### src/rtl/ni_packetizer.sv
`timescale 1ns/1ps
// Purpose: local-port packet injector; turns a request (dest X/Y, 1..4 words) into HDR/BODY/TAIL 8-bit flits.
// Latency: header registered one cycle after request acceptance; each payload word appears as a flit one cycle after its handshake.
// Backpressure: credit counter (initial CREDITS) gates every flit; pay_ready drops and HEAD holds while no credit remains.
//
// Ports:
//   clk, rst                          clock, asynchronous active-high reset
//   req_valid/req_ready, req_dest_x/y, req_len   packet request handshake (len 1..4)
//   pay_valid/pay_ready, pay_data     payload word handshake (6-bit words)
//   flit_out, flit_valid              registered flit stream to the router local input port
//   credit_in                         one-cycle pulse per freed router buffer slot
//   err                               one-cycle pulse when a request is rejected
//   busy                              state is not IDLE
module ni_packetizer #(
   parameter logic [1:0] X_ADDR  = 2'd1,
   parameter logic [1:0] Y_ADDR  = 2'd1,
   parameter int         CREDITS = 4
) (
   input  logic       clk,
   input  logic       rst,
   input  logic       req_valid,
   output logic       req_ready,
   input  logic [1:0] req_dest_x,
   input  logic [1:0] req_dest_y,
   input  logic [2:0] req_len,
   input  logic       pay_valid,
   output logic       pay_ready,
   input  logic [5:0] pay_data,
   output logic [7:0] flit_out,
   output logic       flit_valid,
   input  logic       credit_in,
   output logic       err,
   output logic       busy
);

   typedef enum logic [1:0] {IDLE, HEAD, PAY} state_t;

   localparam logic [1:0] FLIT_HDR  = 2'b10;
   localparam logic [1:0] FLIT_BODY = 2'b00;
   localparam logic [1:0] FLIT_TAIL = 2'b01;
   localparam logic [2:0] CRED_MAX  = 3'(CREDITS);

   state_t     state;
   logic [2:0] cred;
   logic [1:0] dest_x;
   logic [1:0] dest_y;
   logic [1:0] hdr_len;   // req_len-1 as carried in the header
   logic [2:0] rem;       // payload words still to send

   logic has_cred;
   logic req_fire;
   logic pay_fire;
   logic hdr_send;
   logic send;
   logic bad_req;

   assign has_cred  = (cred != 3'd0);
   assign req_ready = (state == IDLE);
   assign pay_ready = (state == PAY) && has_cred;
   assign busy      = (state != IDLE);
   assign req_fire  = req_valid && req_ready;
   assign pay_fire  = pay_valid && pay_ready;
   assign hdr_send  = (state == HEAD) && has_cred;
   assign send      = hdr_send || pay_fire;

   // A packet addressed to this node would never leave the local port, so it is refused.
   assign bad_req = (req_len == 3'd0) || (req_len > 3'd4) ||
                    ((req_dest_x == X_ADDR) && (req_dest_y == Y_ADDR));

   always_ff @(posedge clk or posedge rst) begin
      if (rst) begin
         state      <= IDLE;
         cred       <= CRED_MAX;
         dest_x     <= 2'd0;
         dest_y     <= 2'd0;
         hdr_len    <= 2'd0;
         rem        <= 3'd0;
         flit_out   <= 8'h00;
         flit_valid <= 1'b0;
         err        <= 1'b0;
      end else begin
         flit_valid <= send;
         err        <= req_fire && bad_req;

         // Simultaneous send and returned credit cancel; a credit beyond the
         // buffer depth cannot be real and is dropped.
         if (send && !credit_in)
            cred <= cred - 3'd1;
         else if (!send && credit_in && (cred != CRED_MAX))
            cred <= cred + 3'd1;

         case (state)
            IDLE: begin
               if (req_fire) begin
                  dest_x  <= req_dest_x;
                  dest_y  <= req_dest_y;
                  hdr_len <= req_len[1:0] - 2'd1;  // len 4 wraps to 2'b11
                  rem     <= req_len;
                  if (!bad_req)
                     state <= HEAD;
               end
            end
            HEAD: begin
               if (has_cred) begin
                  flit_out <= {FLIT_HDR, hdr_len, dest_y, dest_x};
                  state    <= PAY;
               end
            end
            PAY: begin
               if (pay_fire) begin
                  rem <= rem - 3'd1;
                  if (rem == 3'd1) begin
                     flit_out <= {FLIT_TAIL, pay_data};
                     state    <= IDLE;
                  end else begin
                     flit_out <= {FLIT_BODY, pay_data};
                  end
               end
            end
            default: state <= IDLE;
         endcase
      end
   end

endmodule

### config.mk
export PLATFORM = sky130hd
export DESIGN_NAME = ni_packetizer
export DESIGN_NICKNAME = d
export VERILOG_FILES = /design/src/rtl/ni_packetizer.sv
export SDC_FILE = /design/constraint.sdc
export NUM_CORES = 1
export LEC_CHECK = 0
export ABC_AREA = 1
export BUFFER_PORTS_ARGS = -buffer_cell sky130_fd_sc_hd__buf_2
export CAP_MARGIN = 20
export CORE_UTILIZATION = 27
export DETAILED_ROUTE_END_ITERATION = 10
export GPL_ROUTABILITY_DRIVEN = 1
export GPL_TIMING_DRIVEN = 0
export PLACE_DENSITY_LB_ADDON = 0.1
export SLEW_MARGIN = 40
export SYNTH_ARGS = -nofsm -noshare
export SYNTH_HDL_FRONTEND = slang
export SYNTH_SLANG_ARGS = --single-unit
### constraint.sdc
create_clock -name clk -period 3.8 [get_ports clk]
set_input_delay 0.76 -clock clk [delete_from_list [all_inputs] [get_ports clk]]
set_output_delay 0.76 -clock clk [all_outputs]
set_load 0.005 [all_outputs]
==> metrics.md <==
| Metric | Value |
|---|---|
| Status | `completed` |
| Die area | `between 4000 and 5000 µm²` |
| Initial antenna violation count | `0` |
| Reg2reg start | `cred[2]` |
| Worst path required time | `around 3000 ps` |
| GPL Wtd Cong | `about 0.8` |
| Post-Synth Adder-Cell Area | `between 4 and 5%` |
| First-pass GRT wire length | `roughly 4700 µm` |
| Core Rows | `24` |
| Most common cell in the netlist | `nand2_1` |
| Vias in the first global route | `roughly 1100` |
| Gate Count Post-Synth | `around 150` |
| XOR/XNOR Fraction of Synth Area | `under 10%` |
| WL/cell | `11.8 µm` |
| Die Ht | `between 60 and 70 µm` |
| Post-DP HPWL | `just over 2000 µm` |
| CTS Sinks | `24` |
| Crit-path leading delay family | `flip-flops` |
| Worst r2r path cells | `11` |
| Leading area contributor after synthesis | `dfrtp_1` |
| Pwr Density | `801 nW/µm²` |
| Post-CTS sizing | `0` |
| Synth top area cells | `dfrtp_1 47%, nand2_1 12%, inv_1 5.2%, nand3_1 3.7%, a31oi_1 3.1%` |
| Netlist Area Pre-Place | `1230 µm²` |
| H-tree levels | `1` |
| Fill cells | `between 400 and 500` |
| GR Overflow Total | `0` |
| Tot Pwr | `about 1.2 mW` |
| Clk slew on worst S/H paths | `80 ps` |
| CP max-delay cell | `dfrtp_1` |
| Setup TNS | `0 ps` |
| Vias/cell | `around 4.5` |
| Period utilization | `~57%` |
| DIE WIDTH | `69.5 µm` |
| Routed WL | `roughly 2700 µm` |
| # DRC | `0` |
| CTS tree | `built` |
| CP Buf/Inv Count | `3` |
| Initial Util | `~28%` |
| Library cells used by synthesis | `28` |
| Clock Latency Late Sink | `around 260 ps` |
| Number of routed nets with antenna violations | `0` |
| Fin crit period | `around 2200 ps` |
| Setup violators final | `0` |
| Worst Path Arrival | `between 1000 and 1500 ps` |
| RSZ-0062 raised after global routing | `false` |
| Slew margin rel. | `a little under two thirds` |
| Fin. max-slew vios | `0` |
| Crit Path Category | `reg -> out` |
| Num CTS Buffers | `3` |
| Hold Slack | `~500 ps` |
| Ys flop type | `dfrtp_1` |
| Pleak | `about 0.8 nW` |
| Core footprint | `around 4400 µm²` |
| Post-CTS Setup Bufs | `0` |
| CP peak stage delay | `roughly 400 ps` |
| ANT cells | `0` |
| Hold path cells | `2` |
| Asr flop ratio synth | `100%` |
| CTS Hold Bufs | `0` |
| Layout cells sized above 1 | `about 28%` |
| Crit. End Element | `output pin` |
| Min-delay src | `dest_y[1]` |
| Worst hold path type | `reg -> reg` |
| All-Layer GR Usage | `~12%` |
| Synth cell count leaders | `40 x nand2_1, 23 x dfrtp_1, 17 x inv_1` |
| Fin nets | `between 200 and 250` |
| Largest net degree at the start of global routing | `25` |
| Crit Path Max Fanout | `9` |
| R2R setup slack | `1830 ps` |
| Least-Margin Pin Slew | `~540 ps` |
| Count of final hold-check violations | `0` |
| Clk buf depth | `2` |
| Clk_skew | `~3.4 ps` |
| Mean Syn Cell Area | `8.47 µm²` |
| Post-Synth Simple-Gate Area | `a little over a quarter` |
| Number of flops mapped to enable cells by yosys | `0` |
| CP startpoint kind | `register` |
| Area Overhead vs Synth | `22.0%` |
| FF-to-FF End | `cred[2]` |
| VDD IR-drop max | `0.205 mV` |
| Register area share after synthesis | `roughly half` |
| Share of the synthesized area in the top cell type | `between 40% and 50%` |
| Synth Area in Compound Gates | `9.27%` |
| Post-synthesis mux area share | `between 1.5 and 2%` |
| CP Depth | `5` |
| First-pass DRT Iterations | `4` |
| WHS Endpoint | `dest_y[1]` |
| Synth warn | `0` |
| Post-synthesis register bit count | `24` |
| Synthesized Nets | `167` |
| Root Driver | `clkbuf_8` |
| Largest family of logic cells by synthesized area | `simple AND/OR/NAND/NOR gates` |
| DR iter-0 viols | `51` |
| Worst-path cell chain | `inv_1 -> nor2_4 -> inv_2 -> a21oi_1 -> buf_2` |
| Via Count | `around 1000` |
| Fmax | `approximately 460 MHz` |
| IO Port Bufs | `30` |
| Max-cap violations | `0` |
| I/O Pins | `31` |
## layout make-up
cell class                      instances  area (µm²)  share of cell area (%)
Clock buffer                            4        55.1                    3.67
Timing Repair Buffer                   30         150                    10.0
Multi-Input combinational cell         99         539                    36.0
Sequential cell                        24         602                    40.2
Buffer                                  3        16.3                    1.09
Tap cell                               52        65.1                    4.34
Inverter                               19        71.3                    4.76
## through the flow
step	area [µm²]	instances	setup WS, ps	utilization (%)
finish	1500	231	1630	34.4
global route	1500	231	1550	34.4
CTS	1500	231	1640	34.4
detailed placement	1440	227	1790	33.2
global placement	1440	227	1810	33.2
floorplan	1230	145	2020	-
## how the worst max path moves through the flow
stage | start | to | slack [ps]
floorplan | pay_valid | cred[2] | 2020
global placement | pay_valid | cred[2] | 1810
detailed placement | pay_valid | cred[2] | 1790
CTS | state[1] | pay_ready | 1640
global route | state[1] | pay_ready | 1550
finish | state[1] | pay_ready | 1630
## registers in the layout, summed over array words and instances (netlist names)
signal,cells
hdr_len,2
flit_out,8
err,1
dest_y,2
flit_valid,1
state,2
cred,3
rem,3
dest_x,2
## cell families (layout without fill, tap and decap cells)
family	count (synthesis)	after routing
flip-flops	24	24
AND/OR/NAND/NOR	71	71
buffers and inverters	22	56
adder cells (fa/ha/maj)	4	4
XOR/XNOR	2	2
multiplexers	2	2
AO/OA/AOI/OAI	20	20
## cells in the final DEF (no fill, tap or decap), types with 2 or more instances in the layout
cell	synthesis	final
inv_2	2	3
nand2_2	3	3
a21oi_1	4	4
dfrtp_1	23	23
clkbuf_8	0	4
nand4_1	4	4
nand2_1	40	40
nand3_1	9	9
a31oi_1	6	6
buf_2	1	31
ha_1	3	3
o21ai_0	6	6
mux2_2	2	2
o21ai_1	2	2
nor2_1	10	10
inv_1	17	16
## per-layer routing
metal | wire length, µm | vias up | GRT usage, %
met5 | 0 | - | 0
met4 | 17 | 0 | 2.95
met3 | 88 | 2 | 3.05
met2 | 1280 | 15 | 20.4
met1 | 1350 | 495 | 15.7
li1 | - | 536 | -
## tightest hold or removal path: stages (launching register included)
cell and delay, ps:
dfrtp_1 350, nand2_1 50, o21ai_0 60
## power by group
group          internal, mW  leakage, nW  switching [mW]
Combinational         0.232        0.463           0.336
Sequential            0.384        0.287          0.0752
Clock                0.0924       0.0288          0.0813
Note: power is estimated with default switching activity, not from simulation.
